--- src/rtl/serial_load_sequencer.sv ---
// Replays ioctl download bytes as 8N1 frames on the ACIA rxd line, muxed with uart_rxd (SERIAL_LOAD_LF_STRIP_EN drops 0x0A on write).
// Latency: pop 1 cycle after write, start bit 2 cycles after; ioctl_wait raised at FIFO_DEPTH-2, writes to a full FIFO are dropped and flagged.
module serial_load_sequencer #(
    parameter int CLK_HZ     = 48000000,
    parameter int FIFO_DEPTH = 16,
    parameter int GAP_CHARS  = 4
) (
    input  logic       clk_sys,
    input  logic       reset,
    input  logic       ioctl_download,
    input  logic       ioctl_wr,
    input  logic [7:0] ioctl_data,
    output logic       ioctl_wait,
    input  logic       load_from,
    input  logic       baud_rate,
    input  logic       uart_rxd,
    output logic       rxd_out,
    output logic       busy,
    output logic       overflow
);
    localparam int AW = $clog2(FIFO_DEPTH);
    localparam int CW = AW + 1;
    localparam logic [17:0] DIV_FAST = 18'(CLK_HZ / 9600);
    localparam logic [17:0] DIV_SLOW = 18'(CLK_HZ / 300);
    localparam int GAP_BITS = GAP_CHARS * 10;

    typedef enum logic [2:0] {IDLE, START, DATA, STOP, GAP} state_t;
    state_t state, state_nxt;

    logic [7:0]    mem [FIFO_DEPTH];
    logic [AW-1:0] wr_ptr, rd_ptr;
    logic [CW-1:0] count, count_nxt;
    logic [17:0]   div_q, bit_cnt;
    logic [15:0]   bit_idx;
    logic [7:0]    byte_q;
    logic          load_q, sel_file, dl_q;
    logic          wr_req, wr_en, rd_en, bit_end, line;

`ifdef SERIAL_LOAD_LF_STRIP_EN
    assign wr_req = ioctl_wr && ioctl_download && (ioctl_data != 8'h0A);
`else
    assign wr_req = ioctl_wr && ioctl_download;
`endif
    assign wr_en   = wr_req && (count < CW'(FIFO_DEPTH));
    assign bit_end = (bit_cnt == div_q - 18'd1);

    always_comb begin
        count_nxt = count;
        case ({wr_en, rd_en})
            2'b10:   count_nxt = count + CW'(1);
            2'b01:   count_nxt = count - CW'(1);
            default: count_nxt = count;
        endcase
    end

    always_ff @(posedge clk_sys) begin
        if (reset) state <= IDLE;
        else       state <= state_nxt;
    end

    // Source select is only re-evaluated in IDLE, so a frame is never cut short.
    always_comb begin
        state_nxt = state;
        rd_en     = 1'b0;
        line      = 1'b1;
        case (state)
            IDLE: begin
                if (!load_q && count != '0) begin
                    rd_en     = 1'b1;
                    state_nxt = START;
                end
            end
            START: begin
                line = 1'b0;
                if (bit_end) state_nxt = DATA;
            end
            DATA: begin
                line = byte_q[bit_idx[2:0]];
                if (bit_end && bit_idx == 16'd7) state_nxt = STOP;
            end
            STOP: begin
                if (bit_end)
                    state_nxt = (byte_q == 8'h0D && GAP_CHARS > 0) ? GAP : IDLE;
            end
            GAP: begin
                if (bit_end && bit_idx == 16'(GAP_BITS - 1)) state_nxt = IDLE;
            end
            default: state_nxt = IDLE;
        endcase
    end

    always_ff @(posedge clk_sys) begin
        if (wr_en) mem[wr_ptr] <= ioctl_data;
    end

    always_ff @(posedge clk_sys) begin
        if (reset) begin
            wr_ptr     <= '0;
            rd_ptr     <= '0;
            count      <= '0;
            div_q      <= DIV_FAST;
            bit_cnt    <= '0;
            bit_idx    <= '0;
            byte_q     <= '0;
            load_q     <= 1'b0;
            sel_file   <= 1'b1;
            dl_q       <= 1'b0;
            rxd_out    <= 1'b1;
            ioctl_wait <= 1'b0;
            busy       <= 1'b0;
            overflow   <= 1'b0;
        end else begin
            load_q <= load_from;
            dl_q   <= ioctl_download;
            count  <= count_nxt;
            if (wr_en) wr_ptr <= wr_ptr + AW'(1);
            if (rd_en) begin
                byte_q <= mem[rd_ptr];
                rd_ptr <= rd_ptr + AW'(1);
                div_q  <= baud_rate ? DIV_SLOW : DIV_FAST;
            end

            if (state == IDLE) begin
                sel_file <= !load_q;
                bit_cnt  <= '0;
                bit_idx  <= '0;
            end else begin
                bit_cnt <= bit_end ? 18'd0 : bit_cnt + 18'd1;
                if (state_nxt != state)
                    bit_idx <= '0;
                else if (bit_end && (state == DATA || state == GAP))
                    bit_idx <= bit_idx + 16'd1;
            end

            rxd_out    <= sel_file ? line : uart_rxd;
            busy       <= (count != '0) || (state != IDLE);
            // Raised two slots early so a write already in flight still lands.
            ioctl_wait <= (count_nxt >= CW'(FIFO_DEPTH - 2));

            if (wr_req && !wr_en)
                overflow <= 1'b1;
            else if (ioctl_download && !dl_q)
                overflow <= 1'b0;
        end
    end
endmodule
--- config.mk ---
export PLATFORM = sky130hd
export DESIGN_NAME = serial_load_sequencer
export DESIGN_NICKNAME = d
export VERILOG_FILES = /design/src/rtl/serial_load_sequencer.sv
export SDC_FILE = /design/constraint.sdc
export NUM_CORES = 1
export LEC_CHECK = 0
export BUFFER_PORTS_ARGS = -buffer_cell sky130_fd_sc_hd__clkbuf_2
export CAP_MARGIN = 0
export CORE_AREA = 2 2 95 166
export DETAILED_ROUTE_END_ITERATION = 16
export DIE_AREA = 0 0 97 168
export GPL_TIMING_DRIVEN = 0
export PLACE_DENSITY_LB_ADDON = 0.05
export SYNTH_ARGS = -nofsm -noshare
export SYNTH_HDL_FRONTEND = slang
export SYNTH_SLANG_ARGS = --single-unit
--- constraint.sdc ---
create_clock -name clk_sys -period 2.9 [get_ports clk_sys]
set_clock_uncertainty 0.2 [all_clocks]
set_input_delay 0.435 -clock clk_sys [delete_from_list [all_inputs] [get_ports clk_sys]]
set_output_delay 0.435 -clock clk_sys [all_outputs]
set_load 0.02 [all_outputs]
==> impl_metrics.yaml, run 1 <==
placement:
  io_buffers: 18
  dp_slack_ns: -0.614
  hpwl_mm: 12.2
  placed_cells: 799
  dpl-instance-area_um2: 8620
  gp_congestion: 0.837
route:
  dr.first_iter.drc_count: 217
  firstDrtPassIters: 4
  drc_errors: 0
  avgRoutedWirePerCell_um: 20.8
  post_drt_via_cell_ratio: 5.97
  wl_mm: 17.3
  vias: 4957
  ant_nets: 0
power_and_ir_drop:
  p_total_uw: 7370
  intPower_uw: 5070
  leakage_uw: 0.00303
  seq_power_share_pct: 43.6
  comb_power_share_pct: 24.1
  p_clk_share_pct: 32.3
  p_switching_uw: 2300
  p_sw_share_pct: 31.2
  power_density_nw_per_um2: 792
  ir_worst_vdd_v: 0.000424
sta:
  hold_violations: 0
  slew_violations: 0
  worst_pin_slew_ns: 0.801
  setup_ws_ns: 0.110
  min_period_ns: 2.79
  slew_headroom_pct: 46.4
  fmax_ghz: 0.358
  setup_viol: 0
  timing.hold.ws_ns: 0.0427
  fin_crit_sh_pct: 96.2
cts:
  cts.sinks: 195
  ctsHoldBuffers: 0
  path_clk_slew_ns: 0.08
  insertion_delay_ns: 0.44
  cts_tree: "done"
  h-tree-depth: 4
  cts_root_buf: "clkbuf_16"
  cts_buffers: 17
  clockBufferDepth: 2
worst_hold_path:
  min_path_cells: 2
  hold_class: "in -> reg"
floorplanning:
  io_pins: 19
  die_w_um: 97
  core-area_um2: 15100
  rows: 60
  die_h_um: 168
  initial_core_util_pct: 55.0
  dieArea_um2: 16300
critical_path:
  cp_top_family: "simple AND/OR/NAND/NOR gates"
  max_stage_delay_ns: 0.52
  crit_chain: "buf_2 > or4_4 > a211oi_4 > xor2_1 > ha_1 > a21oi_1 > nor4b_2 > a31oi_1 > nand3_1 > o311ai_1"
  worst-endpoint-required_ns: 3.01
  crit_cells: 10
  cp_slowest_cell: "or4_4"
  startpoint_type: "flip-flop"
  path_max_fanout: 8
  worst-path-buf-inv: 1
  critPathKind: "reg -> reg"
  cp-end-kind: "flip-flop"
  crit_arrival_ns: 2.90
  r2r_cells: 10
logic_synthesis:
  syn_area_per_cell_um2: 13.9
  synth_enable_flop_cells: 128
  synth_area_um2: 8290
  synth_async_sr_flop_share_pct: 0
  synth_ff_type: "edfxtp_1"
  ys.warnings.count: 0
  postSynthCellCount: 595
  synth_seq_cells: 195
  synth_fp_nets: 619
  synth_cell_type_count: 60
  yosysSeqAreaShare_pct: 62.5
final_layout:
  area_delta_synth_final_pct: 12.2
  num_antenna_cells: 0
  final_cell_area_um2: 9310
  fin_nets: 656
  layout-drive-gt1-share_pct: 20.0
  final_cells: 831
global_route:
  overflow: 0
  grt_max_degree: 22
  grt_pass1_wl_mm: 27.1
  grt_pass1_vias: 5125
  grt_util_all_layers_pct: 21.8
  antenna_found_initial: 0
job:
  cap_viol_max_count: 0
run_status:
  status: "finished, final reports clean"
per-layer routing:
layer	GRT usage, %	wire length (um)	share of wire [%]	vias to the layer above
met3	3.94	379	2.2	26
met5	0	0	0	-
met2	41.1	9870	57	85
met4	10.2	557	3.2	0
met1	23.4	6520	38	2493
li1	-	-	-	2353
cells by family after synthesis:
family	count (synthesis)	synth area share, %
flops	195	62.5
simple gates	183	11.6
compound gates	86	8.12
buf+inv	43	2.28
mux	43	10.3
xor+xnor	36	3.80
fa+ha+maj	9	1.36
final timing paths:
kind	slack [ns]	to	start
worst max-delay path	0.11	ioctl_wait$_SDFF_PP0_	state[1]$_SDFF_PP0_
worst min-delay path	0.04	load_q$_SDFF_PP0_	load_from
worst max register to register	0.11	ioctl_wait$_SDFF_PP0_	state[1]$_SDFF_PP0_
worst min register to register	0.26	bit_cnt[0]$_SDFF_PP0_	bit_cnt[0]$_SDFF_PP0_
cell usage after synthesis (2+ instances only):
cell type | count | share of area, %
a211oi_1 | 8 | 0.72
a22o_1 | 16 | 1.7
and2_1 | 3 | 0.23
xor2_1 | 22 | 2.3
nor2b_1 | 6 | 0.45
or4_1 | 7 | 0.63
nand2_1 | 38 | 1.7
or4b_1 | 2 | 0.24
mux2i_1 | 7 | 0.84
or3_1 | 4 | 0.30
o21ai_0 | 13 | 0.78
xnor2_1 | 14 | 1.5
nand3_1 | 11 | 0.66
ha_1 | 9 | 1.4
nor3b_1 | 4 | 0.36
o211ai_1 | 5 | 0.45
nand3b_1 | 2 | 0.18
nand2b_1 | 3 | 0.23
o31ai_1 | 3 | 0.27
nor4_1 | 4 | 0.30
buf_2 | 8 | 0.48
dfxtp_1 | 67 | 16
a31oi_1 | 3 | 0.23
and3_1 | 4 | 0.30
nand4_1 | 9 | 0.68
a211oi_2 | 4 | 0.60
edfxtp_1 | 128 | 46
nand4b_1 | 2 | 0.21
inv_1 | 10 | 0.45
o2111ai_1 | 7 | 0.74
nor3_1 | 18 | 1.1
buf_1 | 4 | 0.18
a21oi_1 | 18 | 1.1
mux4_2 | 34 | 9.2
and4_1 | 3 | 0.32
mux2_2 | 2 | 0.27
nor2_1 | 53 | 2.4
clkbuf_1 | 18 | 0.81
power groups by stage:
stage	Clock, uW	Combinational [uW]	Sequential (uW)
6_report	2380	1780	3210
5_1_grt	2520	1920	3230
4_1_cts	2420	1710	3210
3_5_place_dp	0	1680	3270
3_3_place_gp	0	1650	3260
2_1_floorplan	0	1260	3250
flip-flops by register name, summed over array words and instances (netlist names):
| name | cells |
|---|---|
| overflow | 1 |
| wr_ptr | 4 |
| busy | 1 |
| load_q | 1 |
| rxd_out | 1 |
| sel_file | 1 |
| dl_q | 1 |
| state | 3 |
| count | 5 |
| mem | 128 |
| rd_ptr | 4 |
| div_q | 2 |
| ioctl_wait | 1 |
| bit_cnt | 18 |
| byte_q | 8 |
| bit_idx | 16 |
per-stage QoR:
| stage | util [%] | setup TNS (ns) |
|---|---|---|
| finish | 61.7 | 0 |
| global route | 61.7 | -0.0100 |
| CTS | 61.4 | 0 |
| detailed placement | 57.1 | -8.95 |
| global placement | 57.1 | -8.21 |
| floorplan | - | 0 |
cells in the final DEF, fill, tap and decap left out, types with 4 or more instances in the layout:
cell type and instances:
edfxtp_1 128, dfxtp_1 67, nor2_1 53, nand2_1 38
mux4_2 34, xor2_1 22, clkbuf_2 18, a21oi_1 17
clkbuf_16 17, a22o_1 16, clkbuf_1 14, xnor2_1 14
nor3_1 13, o21ai_0 13, nand3_1 11, inv_1 10
nand4_1 9, buf_2 8, a211oi_1 8, ha_1 8
o2111ai_1 7, mux2i_1 7, or4_1 6, nor2b_1 6
nor3_2 5, o211ai_1 5, buf_1 4, nor3b_1 4
or3_1 4, and3_1 4, inv_6 4, buf_4 4
final cells by class:
class	count	area, um^2
clock inverter	15	176
tap	186	233
multi-input combinational	357	2990
sequential	195	5180
timing repair buffer	22	120
fill	1167	5780
buffer	28	133
inverter	11	43.8
clock buffer	17	425
timing repair:
item	in CTS	in global routing
gates resized for setup	9	5
pin swaps	1	2
buffers inserted	0	4
endpoints found under the setup margin	38	4
cloned	0	0
(Power assumes the default switching activity.)
==> inputs of run 2 (changes only) <==
--- a/config.mk
+++ b/config.mk
@@ -9,5 +9,5 @@
 export CAP_MARGIN = 0
-export CORE_AREA = 2 2 95 166
+export CORE_AREA = 2 2 92 161
 export DETAILED_ROUTE_END_ITERATION = 16
-export DIE_AREA = 0 0 97 168
+export DIE_AREA = 0 0 94 163
 export GPL_TIMING_DRIVEN = 0
==> constraint.sdc (replaced) <==
create_clock -name clk_sys -period 3.11 [get_ports clk_sys]
set_clock_uncertainty 0.2 [all_clocks]
set_input_delay 0.1555 -clock clk_sys [delete_from_list [all_inputs] [get_ports clk_sys]]
set_output_delay 0.1555 -clock clk_sys [all_outputs]
set_load 0.02 [all_outputs]
==> run 2 against run 1 <==
  * Power shrank 8.2%
  * Critical path depth is the same
  * Core utilization grew 4.2 points
  * Critical path type unchanged
  * Hold slack lost 0.042 ns
  * Highest routed layer unchanged
  * First-iteration DRC count shrank 6.0%
  * Design area grew 0.20%
  * Worst setup slack gained 0.10 ns
  * Die area shrank 6.0%
  * Final cell count grew 0.24%
==> impl_metrics.yaml, run 2 (synthesis gave the netlist of run 1 again) <==
sta:
  fin_setup_tns_ns: 0
  rsz0062_at_grt: "false"
  setup_viol: 0
  slew_headroom_pct: 15.0
  fin_crit_sh_pct: 93.1
  hold_violations: 0
  slew_violations: 0
  min_period_ns: 2.90
  fmax_ghz: 0.345
  worst_pin_slew_ns: 1.27
critical_path:
  worst-path-buf-inv: 1
  worst-endpoint-required_ns: 3.25
  crit_arrival_ns: 3.03
  max_stage_delay_ns: 0.55
  cp_slowest_cell: "or4_1"
  cp_top_family: "simple AND/OR/NAND/NOR gates"
  crit_chain: "buf_2 > or4_1 > a211oi_4 > xor2_1 > ha_1 > a21oi_1 > nor2b_1 > mux2i_1 > xnor2_1 > o311ai_1"
  critPathKind: "reg -> reg"
  startpoint_type: "flip-flop"
  cp-end-kind: "flip-flop"
  path_max_fanout: 8
placement:
  dpl-instance-area_um2: 8610
  io_buffers: 18
  gp_congestion: 0.824
  hpwl_mm: 12.2
power_and_ir_drop:
  leakage_uw: 0.00304
  ir_worst_vdd_v: 0.000470
  power_density_nw_per_um2: 726
route:
  wl_mm: 17.2
  drc_errors: 0
  post_drt_via_cell_ratio: 5.96
  avgRoutedWirePerCell_um: 20.7
  firstDrtPassIters: 4
  dr.first_iter.drc_count: 204
  vias: 4964
  ant_nets: 0
global_route:
  grt_pass1_vias: 5210
  antenna_found_initial: 0
  grt_pass1_wl_mm: 27.4
  overflow: 0
  grt_util_all_layers_pct: 24.3
  grt_max_degree: 21
floorplanning:
  initial_core_util_pct: 58.6
  rows: 58
  dieArea_um2: 15300
  core-area_um2: 14200
  die_w_um: 94
  die_h_um: 163
  io_pins: 19
final_layout:
  area_delta_synth_final_pct: 12.4
  final_cell_mix: "edfxtp_1 (128), dfxtp_1 (67), nor2_1 (53)"
  nFillCells: 1060
  top_regs: "mem (128), bit_cnt (18), bit_idx (16)"
  num_antenna_cells: 0
  largest-register: "mem"
  final_cell_area_um2: 9330
  fin_nets: 665
  layout_commonest_cell: "edfxtp_1"
  largest_reg_flops: 128
  fin_util_pct: 65.9
  layout-drive-gt1-share_pct: 18.1
run_status:
  status: "finished, final reports clean"
cts:
  cts.sinks: 195
  cts_root_buf: "clkbuf_16"
  cts_tree: "done"
  clockBufferDepth: 2
  h-tree-depth: 4
  cts_buffers: 17
  insertion_delay_ns: 0.43
  path_clk_slew_ns: 0.08
job:
  cap_viol_max_count: 0
worst_hold_path:
  hold_class: "in -> reg"
## run 2: changes by cell type in the layout (fill, tap and decap cells not counted), sizes merged
cell | before | now
buf | 17 | 14
clkbuf | 50 | 52
dlygate4sd3 | 0 | 10
clkinv | 6 | 5
## run 2: timing repair
action	4_1_cts	5_1_grt
hold buffers	10	0
hold endpoints to repair	66	0
endpoints found under the setup margin	5	4
resized for setup	2	4
pin swaps	0	2
buffers inserted	0	1
gates cloned	0	0
## run 2: per-stage QoR
step           total power, uW  instances  hold slack (ns)  setup slack (ns)
2_1_floorplan             4200        595           0.0544             0.239
3_3_place_gp              4590        793            0.172            -0.407
3_5_place_dp              4630        793            0.181            -0.460
4_1_cts                   6740        833          0.00247            0.0933
5_1_grt                   7050        833           0.0213           0.00431
6_report                  6770        833         0.000916             0.214
## run 2: per-layer routing
layer	up-vias	wire length [um]	global-route usage [%]	share of wire (%)
met5	-	0	0	0
met4	0	700	11.3	4.1
met1	2469	6430	25.9	37
li1	2370	-	-	-
met2	91	9660	45.4	56
met3	34	444	4.26	2.6
## run 2: where the power goes
group / internal [uW] / switching, uW / total [uW]
Combinational: 708 / 934 / 1640
Clock: 1080 / 1060 / 2130
Sequential: 2890 / 106 / 2990
## run 2: final timing paths
kind	endpoint	slack, ns	cells past startpoint	startpoint
worst min register to register	bit_cnt[0]$_SDFF_PP0_	0.26	1	bit_cnt[0]$_SDFF_PP0_
worst min-delay path	mem[6][3]$_DFFE_PP_	0.0009	1	ioctl_data[3]
worst max register to register	ioctl_wait$_SDFF_PP0_	0.21	10	state[1]$_SDFF_PP0_
worst max-delay path	ioctl_wait$_SDFF_PP0_	0.21	10	state[1]$_SDFF_PP0_
## run 2: layout make-up
| type | instances | area (um^2) | area share (%) |
|---|---|---|---|
| plain buffers | 30 | 140 | 1.50 |
| clock buffers | 17 | 425 | 4.56 |
| clock inverters | 14 | 154 | 1.65 |
| inverters | 11 | 43.8 | 0.470 |
| multi-input cells | 357 | 2950 | 31.7 |
| flip-flops and latches | 195 | 5180 | 55.6 |
| well taps | 180 | 225 | 2.42 |
| repair buffers | 29 | 198 | 2.12 |
